File: src/rtl/serial_parity_rx_if.sv
// Serial parity receiver bus: line bit strobe in, parallel word and status out.
interface serial_parity_rx_if #(
  parameter int unsigned DATA_BITS = 8
);
  logic                 x;
  logic                 x_valid;
  logic [DATA_BITS-1:0] data_out;
  logic                 frame_done;
  logic                 parity_err;
  logic                 framing_err;
  logic                 busy;

  // Line side drives the serial bit; consumes the received word and flags
  modport master (
    output x, x_valid,
    input  data_out, frame_done, parity_err, framing_err, busy
  );

  // Receiver side
  modport slave (
    input  x, x_valid,
    output data_out, frame_done, parity_err, framing_err, busy
  );
endinterface

File: src/rtl/serial_parity_rx.sv
// Serial parity receiver: deserialises start / DATA_BITS LSB-first / parity / stop
// frames and reports parity and framing errors alongside the received word.
module serial_parity_rx #(
  parameter int unsigned DATA_BITS  = 8,
  parameter bit          ODD_PARITY = 1'b0
) (
  input logic               clk,
  input logic               rst,
  serial_parity_rx_if.slave bus
);

  localparam int unsigned CW = (DATA_BITS > 1) ? $clog2(DATA_BITS) : 1;
  localparam logic [CW-1:0] LAST_BIT = CW'(DATA_BITS - 1);

  typedef enum logic [1:0] {
    IDLE,
    DATA,
    PARITY,
    STOP
  } state_t;

  state_t               state;
  logic [CW-1:0]        cnt;
  logic [DATA_BITS-1:0] shreg;
  logic                 par;
  logic                 perr;

  // Frame FSM with registered outputs; idle strobes freeze all frame state
  always_ff @(posedge clk) begin
    if (rst) begin
      state           <= IDLE;
      cnt             <= '0;
      shreg           <= '0;
      par             <= 1'b0;
      perr            <= 1'b0;
      bus.data_out    <= '0;
      bus.frame_done  <= 1'b0;
      bus.parity_err  <= 1'b0;
      bus.framing_err <= 1'b0;
      bus.busy        <= 1'b0;
    end else begin
      bus.frame_done <= 1'b0;
      if (bus.x_valid) begin
        case (state)
          IDLE: begin
            if (!bus.x) begin
              state    <= DATA;
              cnt      <= '0;
              par      <= 1'b0;
              bus.busy <= 1'b1;
            end
          end
          DATA: begin
            // Shift right with new bit at the MSB so the first bit lands at bit 0
            for (int unsigned i = 0; i + 1 < DATA_BITS; i++) begin
              shreg[i] <= shreg[i+1];
            end
            shreg[DATA_BITS-1] <= bus.x;
            par <= par ^ bus.x;
            // Counter stops at the last index rather than wrapping
            if (cnt == LAST_BIT) begin
              state <= PARITY;
            end else begin
              cnt <= cnt + 1'b1;
            end
          end
          PARITY: begin
            perr  <= (par ^ bus.x) ^ ODD_PARITY;
            state <= STOP;
          end
          STOP: begin
            bus.data_out    <= shreg;
            bus.parity_err  <= perr;
            bus.framing_err <= ~bus.x;
            bus.frame_done  <= 1'b1;
            bus.busy        <= 1'b0;
            state           <= IDLE;
          end
          default: state <= IDLE;
        endcase
      end
    end
  end

endmodule

File: src/flat_wrapper.sv
// flat-port wrapper written by rule: the top's interface ports become plain ports
module serial_parity_rx_flat 
#(
  parameter int unsigned DATA_BITS  = 8,
  parameter bit          ODD_PARITY = 1'b0
)
  (clk, rst, bus_x, bus_x_valid, bus_data_out, bus_frame_done, bus_parity_err, bus_framing_err, bus_busy);
  serial_parity_rx_if #(.DATA_BITS(DATA_BITS)) bus_i ();
  input logic clk;
  input logic rst;
  input wire logic [$bits(bus_i.x)-1:0] bus_x;
  input wire logic [$bits(bus_i.x_valid)-1:0] bus_x_valid;
  output wire logic [$bits(bus_i.data_out)-1:0] bus_data_out;
  output wire logic [$bits(bus_i.frame_done)-1:0] bus_frame_done;
  output wire logic [$bits(bus_i.parity_err)-1:0] bus_parity_err;
  output wire logic [$bits(bus_i.framing_err)-1:0] bus_framing_err;
  output wire logic [$bits(bus_i.busy)-1:0] bus_busy;
  assign bus_i.x = bus_x;
  assign bus_i.x_valid = bus_x_valid;
  assign bus_data_out = bus_i.data_out;
  assign bus_frame_done = bus_i.frame_done;
  assign bus_parity_err = bus_i.parity_err;
  assign bus_framing_err = bus_i.framing_err;
  assign bus_busy = bus_i.busy;
  serial_parity_rx #(.DATA_BITS(DATA_BITS), .ODD_PARITY(ODD_PARITY)) u_core (.clk(clk), .rst(rst), .bus(bus_i));
endmodule
File: config.mk
export PLATFORM = sky130hd
export DESIGN_NAME = serial_parity_rx_flat
export DESIGN_NICKNAME = d
export VERILOG_FILES = /design/src/rtl/serial_parity_rx_if.sv /design/src/rtl/serial_parity_rx.sv /design/src/flat_wrapper.sv
export SDC_FILE = /design/constraint.sdc
export NUM_CORES = 1
export LEC_CHECK = 0
export CORE_ASPECT_RATIO = 1.1
export CORE_MARGIN = 5
export CORE_UTILIZATION = 25
export DETAILED_ROUTE_END_ITERATION = 6
export PLACE_DENSITY = 0.49
export SYNTH_ARGS = -nofsm -noshare
export SYNTH_HDL_FRONTEND = slang
export SYNTH_SLANG_ARGS = --single-unit
File: constraint.sdc
create_clock -name clk -period 4.4 [get_ports clk]
set_clock_uncertainty 0.1 [all_clocks]
set_input_delay 0.88 -clock clk [delete_from_list [all_inputs] [get_ports clk]]
set_output_delay 0.88 -clock clk [all_outputs]
set_load 0.1 [all_outputs]
==> impl_metrics.yaml, run 1 <==
layout:
  final_stage_net_count: 154
  final_core_utilization: 0.3145
  fin_cells: 197
  sequential_cell_area_sq_um: 540.5
  antenna_cells_inserted: 0
  n_fill_cell: 437
  multi_input_comb_area_sq_um: 524.3
  layout-area-overhead-vs-synth_pct: 21.42
  layout-drive-gt1-share: 0.05594
floorplan:
  fp.dieArea_sq_mm: 0.005873
  area_of_the_placeable_core_sq_mm: 0.004285
  die_height_um: 79.88
  initial_utilization: 0.2590
  row_count: 25
  io-pin-count: 16
  die_width_um: 73.53
clocking:
  clockBufferDepth: 2
  cts_root_buffer: "clkbuf_8"
  tritoncts_sinks: 27
  cts-buffers-inserted: 3
  cts.htree.levels: 1
  cts_hold_repair.buffers: 0
  clock_latency_ns: 0.27
  cts_setup_buffers: 0
  tritoncts: "built"
  worst_setup_hold_path_clk_slew_ns: 0.09
  postCtsResizedCells: 0
worst_setup_path:
  crit_required_ns: 3.42
  critical_path_sink_type: "output port"
  worst_path_dominant_cell_family: "buffers and inverters"
  worstSetupPathType: "flop to output port"
  max_stage_delay_ns: 1.14
  setup_crit_start_kind: "flop"
  reg2reg_setup_slack_ns: 2.67
  slowest_stage: "clkdlybuf4s50_1"
  worstPathCellList: "clkdlybuf4s50_1"
  timing.critical_path.arrival_ns: 1.77
  crit_path_max_fanout: 3
  worst-path-buf-inv: 1
synthesis:
  post_synth_instance_area_sq_mm: 0.001110
  syn_nets: 140
  ys_ff_latch: 27
  synth_async_sr_flop_share: 0
  synth_edf_count: 0
  syn-mean-instance-area_sq_um: 8.537
  yosysUniqueCellTypes: 28
  seq_area_frac_synth: 0.4870
  synth_top_flop_cell: "dfxtp_1"
  ys.warnings.count: 0
  synth_cells: 130
placed_design:
  post_dp_hpwl_um: 1637
  port-buffer-count: 15
  routabilityCongestion: 0.6999
  placed_cells: 193
sta:
  max_clock_freq_mhz: 364.3
  worst_hold_slack_ns: 0.3576
  slew_headroom: 0.3475
  max_slew.worst_pin.slew_ns: 0.9757
  post-route-period-util: 0.6239
  slew_violations: 0
  setup_viol: 0
  finalCriticalPeriod_ns: 2.745
  rsz0062_at_grt: "no"
  number_of_hold_slack_violations_in_the_final_timing_report: 0
  timing.setup.tns_ns: 0
drt:
  detail_route.vias_per_cell: 4.492
  route.detailed.wl_per_inst_um: 11.35
  dr_total_vias: 885
  detailedRoute.firstIterationViolations: 41
  finalWirelength_um: 2235
  route.detailed.drc: 0
  drt.antenna.violating_nets: 0
  drt_pre_antenna_iters: 4
global_route:
  grt-ovfl-total: 0
  grt_first_pass_wirelength_um: 3829
  grt_usage: 0.08160
  grt_antenna_before_repair: 0
  vias_in_the_first_global_route: 850
  pin_count_of_the_biggest_net_entering_global_routing: 27
flow_run:
  timing.max_cap.violations: 0
pwr:
  vdd.ir_drop.worst_uv: 95.94
  finalPower_uw: 442.7
  power.static_leakage_nw: 0.4716
  p_per_area_mw_per_mm2: 328.5
min_path:
  worst_hold_path_type: "flop to flop"
run_status:
  status: "finished, final reports clean"
[worst paths after layout]
check / start / endpoint / cells past startpoint
min: u_core.bus.data_out[4] / u_core.bus.data_out[4] / 2
max reg2reg: u_core.state[0] / u_core.state[0] / 5
max: u_core.bus.busy / bus_busy / 1
min reg2reg: u_core.bus.data_out[4] / u_core.bus.data_out[4] / 2
[synthesized netlist by cell type, types with 2 or more instances]
library cell | count | area [sq um]
dfxtp_1 | 27 | 540.5
nand3b_1 | 2 | 15.01
a22o_1 | 2 | 17.52
nand2_1 | 38 | 142.6
o21ai_0 | 2 | 10.01
nor2_1 | 3 | 11.26
ha_1 | 6 | 75.07
a21oi_1 | 23 | 115.1
and2_1 | 2 | 12.51
buf_2 | 3 | 15.01
clkbuf_1 | 3 | 11.26
inv_1 | 3 | 11.26
[logic make-up after synthesis]
kind of cell / count (synthesis) / synth area share
AO/OA/AOI/OAI: 35 / 0.1939
XOR/XNOR: 1 / 0.007893
adder cells (fa/ha/maj): 6 / 0.06764
buffers and inverters: 10 / 0.04058
flip-flops: 27 / 0.4870
multiplexers: 1 / 0.01015
AND/OR/NAND/NOR: 50 / 0.1928
[through the flow]
| step | area [sq um] | setup slack [ns] |
|---|---|---|
| after detailed placement | 1301 | 1.851 |
| after global placement | 1301 | 1.908 |
| after floorplan | 1110 | 2.480 |
| after global routing | 1348 | 1.585 |
| after CTS | 1348 | 1.633 |
| final | 1348 | 1.655 |
[power by group]
group          switching (mW)  leakage [nW]  total [mW]  internal (mW)
sequential            0.00321         0.218       0.252          0.248
combinational          0.0341         0.228      0.0518         0.0177
clock                  0.0760        0.0255       0.139         0.0633
total                   0.113         0.472       0.443          0.329
[cell type report]
cell class / instances / share of cell area
tap: 54 / 0.05014
clock inverter: 1 / 0.003714
sequential: 27 / 0.4011
inverter: 3 / 0.008357
clock buffer: 3 / 0.03064
multi-input combinational: 93 / 0.3890
timing repair buffer: 16 / 0.1170
[cell usage in the layout, fill, tap and decap left out, types with 2 or more instances in the layout]
master	count
a22o_1	2
o21ai_0	2
ha_1	6
nand2_1	38
dfxtp_1	27
clkdlybuf4s50_1	15
nor2_1	3
clkbuf_8	3
and2_1	2
inv_1	3
a21oi_1	23
nand3b_1	2
[per-layer routing]
layer / global-route usage / routed length, um
met3: 0.01889 / 98
met4: 0.03261 / 14
met2: 0.1348 / 1072
met5: 0 / 0
met1: 0.1006 / 1049
[registers in the layout, summed over array words and instances (netlist names)]
name / cells
u_core.bus.busy: 1
u_core.perr: 1
u_core.cnt: 3
u_core.bus.parity_err: 1
u_core.par: 1
u_core.bus.frame_done: 1
u_core.bus.data_out: 8
u_core.shreg: 8
u_core.state: 2
u_core.bus.framing_err: 1
Power figures use the tool's default switching activity.
==> run 2, diff against run 1 <==
Clock period 4.4 ns to 2.6 ns, I/O delays scaled along.
==> run 2 against run 1 <==
Die area unchanged. Final cell count unchanged. Setup slack worse by 1.0 ns. Power up 67%. Non-clock buffer count unchanged. Sequential share of layout area up 0.95 points. Combinational power up 68%. First-iteration DRC count down 17%.
==> impl_metrics.yaml, run 2 (synthesis gave the netlist of run 1 again) <==
run_status:
  status: "finished, final reports clean"
drt:
  finalWirelength_um: 2212
  route.detailed.drc: 0
  dr_total_vias: 890
  drt.antenna.violating_nets: 0
  drt_pre_antenna_iters: 3
  detailedRoute.firstIterationViolations: 34
  detail_route.vias_per_cell: 4.518
  route.detailed.wl_per_inst_um: 11.23
min_path:
  worst_hold_path_type: "flop to flop"
  startpoint_of_the_tightest_hold_check_path: "u_core.bus.data_out[4]"
clocking:
  tritoncts_sinks: 27
  worst_setup_hold_path_clk_slew_ns: 0.08
  postCtsResizedCells: 0
  tritoncts: "built"
  cts.htree.levels: 1
  cts_setup_buffers: 0
  cts-buffers-inserted: 3
  clockBufferDepth: 2
  cts_hold_repair.buffers: 0
  cts_root_buffer: "clkbuf_8"
  clock_latency_ns: 0.26
sta:
  slew_headroom: 0.7279
  worst_hold_slack_ns: 0.3586
  max_slew.worst_pin.slew_ns: 0.4074
  max_clock_freq_mhz: 514.8
  slew_violations: 0
  finalCriticalPeriod_ns: 1.943
  timing.setup.tns_ns: 0
  number_of_hold_slack_violations_in_the_final_timing_report: 0
  post-route-period-util: 0.7472
  setup_viol: 0
  rsz0062_at_grt: "no"
pwr:
  p_per_area_mw_per_mm2: 562.6
  vdd.ir_drop.worst_uv: 182.5
  power.static_leakage_nw: 0.4931
  finalPower_uw: 740.5
layout:
  fin_cells: 197
  antenna_cells_inserted: 0
  final_common_cell: "nand2_1"
  layout-drive-gt1-share: 0.1329
  n_fill_cell: 468
  final_cell_mix: "38 x nand2_1, 27 x dfxtp_1, 23 x a21oi_1"
  final_core_utilization: 0.3072
  final_stage_net_count: 154
  layout-area-overhead-vs-synth_pct: 18.60
  layout_top_registers: "u_core.bus.data_out x8, u_core.shreg x8, u_core.cnt x3"
global_route:
  grt_usage: 0.08299
  vias_in_the_first_global_route: 889
  grt-ovfl-total: 0
  pin_count_of_the_biggest_net_entering_global_routing: 23
  grt_antenna_before_repair: 0
  grt_first_pass_wirelength_um: 3933
floorplan:
  row_count: 25
  die_width_um: 73.53
  area_of_the_placeable_core_sq_mm: 0.004285
  die_height_um: 79.88
  fp.dieArea_sq_mm: 0.005873
  io-pin-count: 16
  initial_utilization: 0.2590
worst_setup_path:
  max_stage_delay_ns: 0.63
  worst-path-buf-inv: 1
  worstSetupPathType: "input pin to flop"
  setup_crit_start_kind: "input pin"
  timing.critical_path.arrival_ns: 2.05
  crit_required_ns: 2.71
  crit_path_max_fanout: 10
  worst_setup_path_start: "bus_x_valid"
  slowest_stage: "clkdlybuf4s50_1"
  critical_path_sink_type: "flop"
  reg2reg_from: "u_core.state[0]"
  worstPathCellList: "clkdlybuf4s50_1 > nand2_1 > a2111oi_2 > mux2_2"
  worst_path_dominant_cell_family: "buffers and inverters"
placed_design:
  routabilityCongestion: 0.7260
  port-buffer-count: 15
  placed_cells: 193
  post_dp_hpwl_um: 1693
flow_run:
  timing.max_cap.violations: 0
## run 2: path summary, 6_finish.rpt
path	slack [ns]	end	depth (start not counted)
hold / removal	0.36	u_core.bus.data_out[4]	2
setup reg to reg	0.87	u_core.cnt[0]	5
setup / recovery	0.66	u_core.cnt[0]	4
hold reg to reg	0.36	u_core.bus.data_out[4]	2
## run 2: layer usage
metal	global-route usage	share of wire	up-vias
met2	0.1454	0.48	10
met1	0.09932	0.47	412
li1	-	-	466
met4	0.02717	0.0036	0
met5	0	0	-
met3	0.01637	0.044	2
## run 2: power breakdown
group          internal, mW  switching [mW]  leakage (nW)
sequential            0.420         0.00569         0.218
combinational        0.0291          0.0577         0.252
clock                 0.109           0.119        0.0228
## run 2: worst register-to-register path: stages (launching register included)
cell     delay (ns)
dfxtp_1        0.39
inv_1          0.09
ha_1           0.30
or2_2          0.32
a31oi_1        0.28
mux2_2         0.21
## run 2: final cells by class
class	instances	area, sq um	area share
timing repair buffer	16	127.6	0.09696
multi-input combinational	93	524.3	0.3983
clock buffer	4	45.04	0.03422
tap	54	67.56	0.05133
sequential	27	540.5	0.4106
inverter	3	11.26	0.008555
## run 2: through the flow
step | worst slack (ns) | instance area, sq um
3_3_place_gp | 0.4779 | 1271
4_1_cts | 0.6620 | 1316
3_5_place_dp | 0.3745 | 1271
6_report | 0.6574 | 1316
5_1_grt | 0.5656 | 1316
2_1_floorplan | 1.040 | 1110
==> run 3, diff against run 2 <==
Settings changed: PLACE_DENSITY 0.49 to 0.5.
Clock period 2.6 ns to 1.7 ns, I/O delays scaled along.
==> run 3 against run 2 <==
Setup slack got worse by 0.55 ns. Sequential power rose by 53%. Die area did not move. First-iteration DRC count rose by 29%. Combinational power rose by 96%. Final cell count rose by 4.1%. Power rose by 59%. Via count rose by 2.7%. Critical path type is now flop to flop. Critical endpoint is now u_core.state[0].
==> impl_metrics.yaml, run 3 (synthesis gave the netlist of run 1 again) <==
run_status:
  status: "finished, final reports clean"
sta:
  timing.setup.tns_ns: 0
  rsz0062_at_grt: "no"
  setup_viol: 0
  slew_violations: 0
  finalCriticalPeriod_ns: 1.591
  slew_headroom: 0.7692
  post-route-period-util: 0.9360
  max_clock_freq_mhz: 628.4
  number_of_hold_slack_violations_in_the_final_timing_report: 0
  max_slew.worst_pin.slew_ns: 0.3454
  worst_hold_slack_ns: 0.3663
placed_design:
  routabilityCongestion: 0.6914
  post_dp_hpwl_um: 1734
  port-buffer-count: 15
worst_setup_path:
  critical_path_cell_count: 5
  slowest_stage: "dfxtp_1"
  r2r-end: "u_core.state[0]"
  worst_setup_path_start: "u_core.state[1]"
  r2r_cells: 5
  worst_path_dominant_cell_family: "flip-flops"
  crit_required_ns: 1.81
  critical_path_sink_type: "flop"
  crit_path_end: "u_core.state[0]"
  setup_crit_start_kind: "flop"
  worstPathCellList: "inv_1 > ha_2 > a21bo_1 > or3_1 > a21oi_1"
  worstSetupPathType: "flop to flop"
  crit_path_max_fanout: 8
  worst-path-buf-inv: 1
  timing.critical_path.arrival_ns: 1.70
  reg2reg_from: "u_core.state[1]"
  reg2reg_setup_slack_ns: 0.11
  max_stage_delay_ns: 0.39
drt:
  finalWirelength_um: 2274
  route.detailed.wl_per_inst_um: 11.09
  detail_route.vias_per_cell: 4.459
  route.detailed.drc: 0
  dr_total_vias: 914
  drt.antenna.violating_nets: 0
  drt_pre_antenna_iters: 4
  detailedRoute.firstIterationViolations: 44
layout:
  final_core_utilization: 0.3653
  final_common_cell: "nand2_1"
  final_cell_mix: "38 x nand2_1, 27 x dfxtp_1, 23 x a21oi_1"
  layout_top_registers: "u_core.bus.data_out x8, u_core.shreg x8, u_core.cnt x3"
  layout-area-overhead-vs-synth_pct: 41.04
  multi_input_comb_area_sq_um: 549.3
  antenna_cells_inserted: 0
  n_fill_cell: 425
  final_stage_net_count: 162
  layout-drive-gt1-share: 0.2053
  sequential_cell_area_sq_um: 540.5
clocking:
  tritoncts_sinks: 27
  cts_hold_repair.buffers: 0
  clock_latency_ns: 0.27
  tritoncts: "built"
  worst_setup_hold_path_clk_slew_ns: 0.09
  cts.htree.levels: 1
  cts_root_buffer: "clkbuf_8"
  clockBufferDepth: 2
  cts-buffers-inserted: 3
global_route:
  grt_antenna_before_repair: 0
  pin_count_of_the_biggest_net_entering_global_routing: 24
  grt-ovfl-total: 0
  grt_usage: 0.08543
  grt_first_pass_wirelength_um: 4071
  vias_in_the_first_global_route: 998
floorplan:
  io-pin-count: 16
  die_width_um: 73.53
  row_count: 25
  area_of_the_placeable_core_sq_mm: 0.004285
  initial_utilization: 0.2590
  fp.dieArea_sq_mm: 0.005873
  die_height_um: 79.88
min_path:
  worst_hold_path_type: "flop to flop"
pwr:
  power.static_leakage_nw: 0.5720
  vdd.ir_drop.worst_uv: 360.4
  p_per_area_mw_per_mm2: 754.5
flow_run:
  timing.max_cap.violations: 0
==> run 3: changes by cell type in the layout (fill, tap and decap cells not counted), sizes merged <==
cell,previous run,this run
buf,13,21
clkbuf,4,3
clkinv,0,1
==> run 3: timing repair <==
action	in CTS	in global routing
gates resized for setup	2	3
setup buffers	0	0
hold endpoints to repair	0	0
setup endpoints to repair	1	4
==> run 3: report_power, final <==
| group | internal (mW) | total, mW | switching, mW |
|---|---|---|---|
| sequential | 0.643 | 0.652 | 0.00892 |
| combinational | 0.0714 | 0.170 | 0.0983 |
| clock | 0.164 | 0.360 | 0.196 |
| total | 0.878 | 1.18 | 0.303 |
==> run 3: cell type report <==
type / count / share of cell area
multi-input cells: 93 / 0.3509
clock inverters: 1 / 0.003197
well taps: 54 / 0.04317
flip-flops and latches: 27 / 0.3453
repair buffers: 24 / 0.2238
inverters: 3 / 0.007194
clock buffers: 3 / 0.02638
==> run 3: worst min path at each step <==
stage,to,depth (start not counted),startpoint
2_1_floorplan,u_core.bus.parity_err,2,u_core.perr
3_3_place_gp,u_core.bus.data_out[0],2,u_core.shreg[0]
3_5_place_dp,u_core.shreg[0],2,u_core.shreg[0]
4_1_cts,u_core.shreg[0],2,u_core.shreg[0]
5_1_grt,u_core.shreg[1],2,u_core.shreg[2]
6_report,u_core.bus.data_out[0],2,u_core.shreg[0]
==> run 3: tightest hold or removal path, cell delays in order (launching register included) <==
cell and delay, ns:
dfxtp_1 0.32, nand2_1 0.06, a21oi_1 0.05
==> run 3: through the flow <==
stage	setup WS, ns	area [sq um]	power (mW)	cells
after floorplan	0.1582	1110	0.7689	130
after global placement	-0.06167	1494	0.8236	201
after detailed placement	-0.1333	1494	0.8280	201
after CTS	0.04550	1546	1.190	205
after global routing	0.03422	1565	1.250	205
final	0.1088	1565	1.181	205
==> run 3: metal layers <==
layer,global-route usage,up-vias,part of all wire
li1,-,479,-
met1,0.09063,423,0.43
met2,0.1649,10,0.53
met3,0.01889,2,0.034
met4,0.02174,0,0.0018
met5,0,-,0
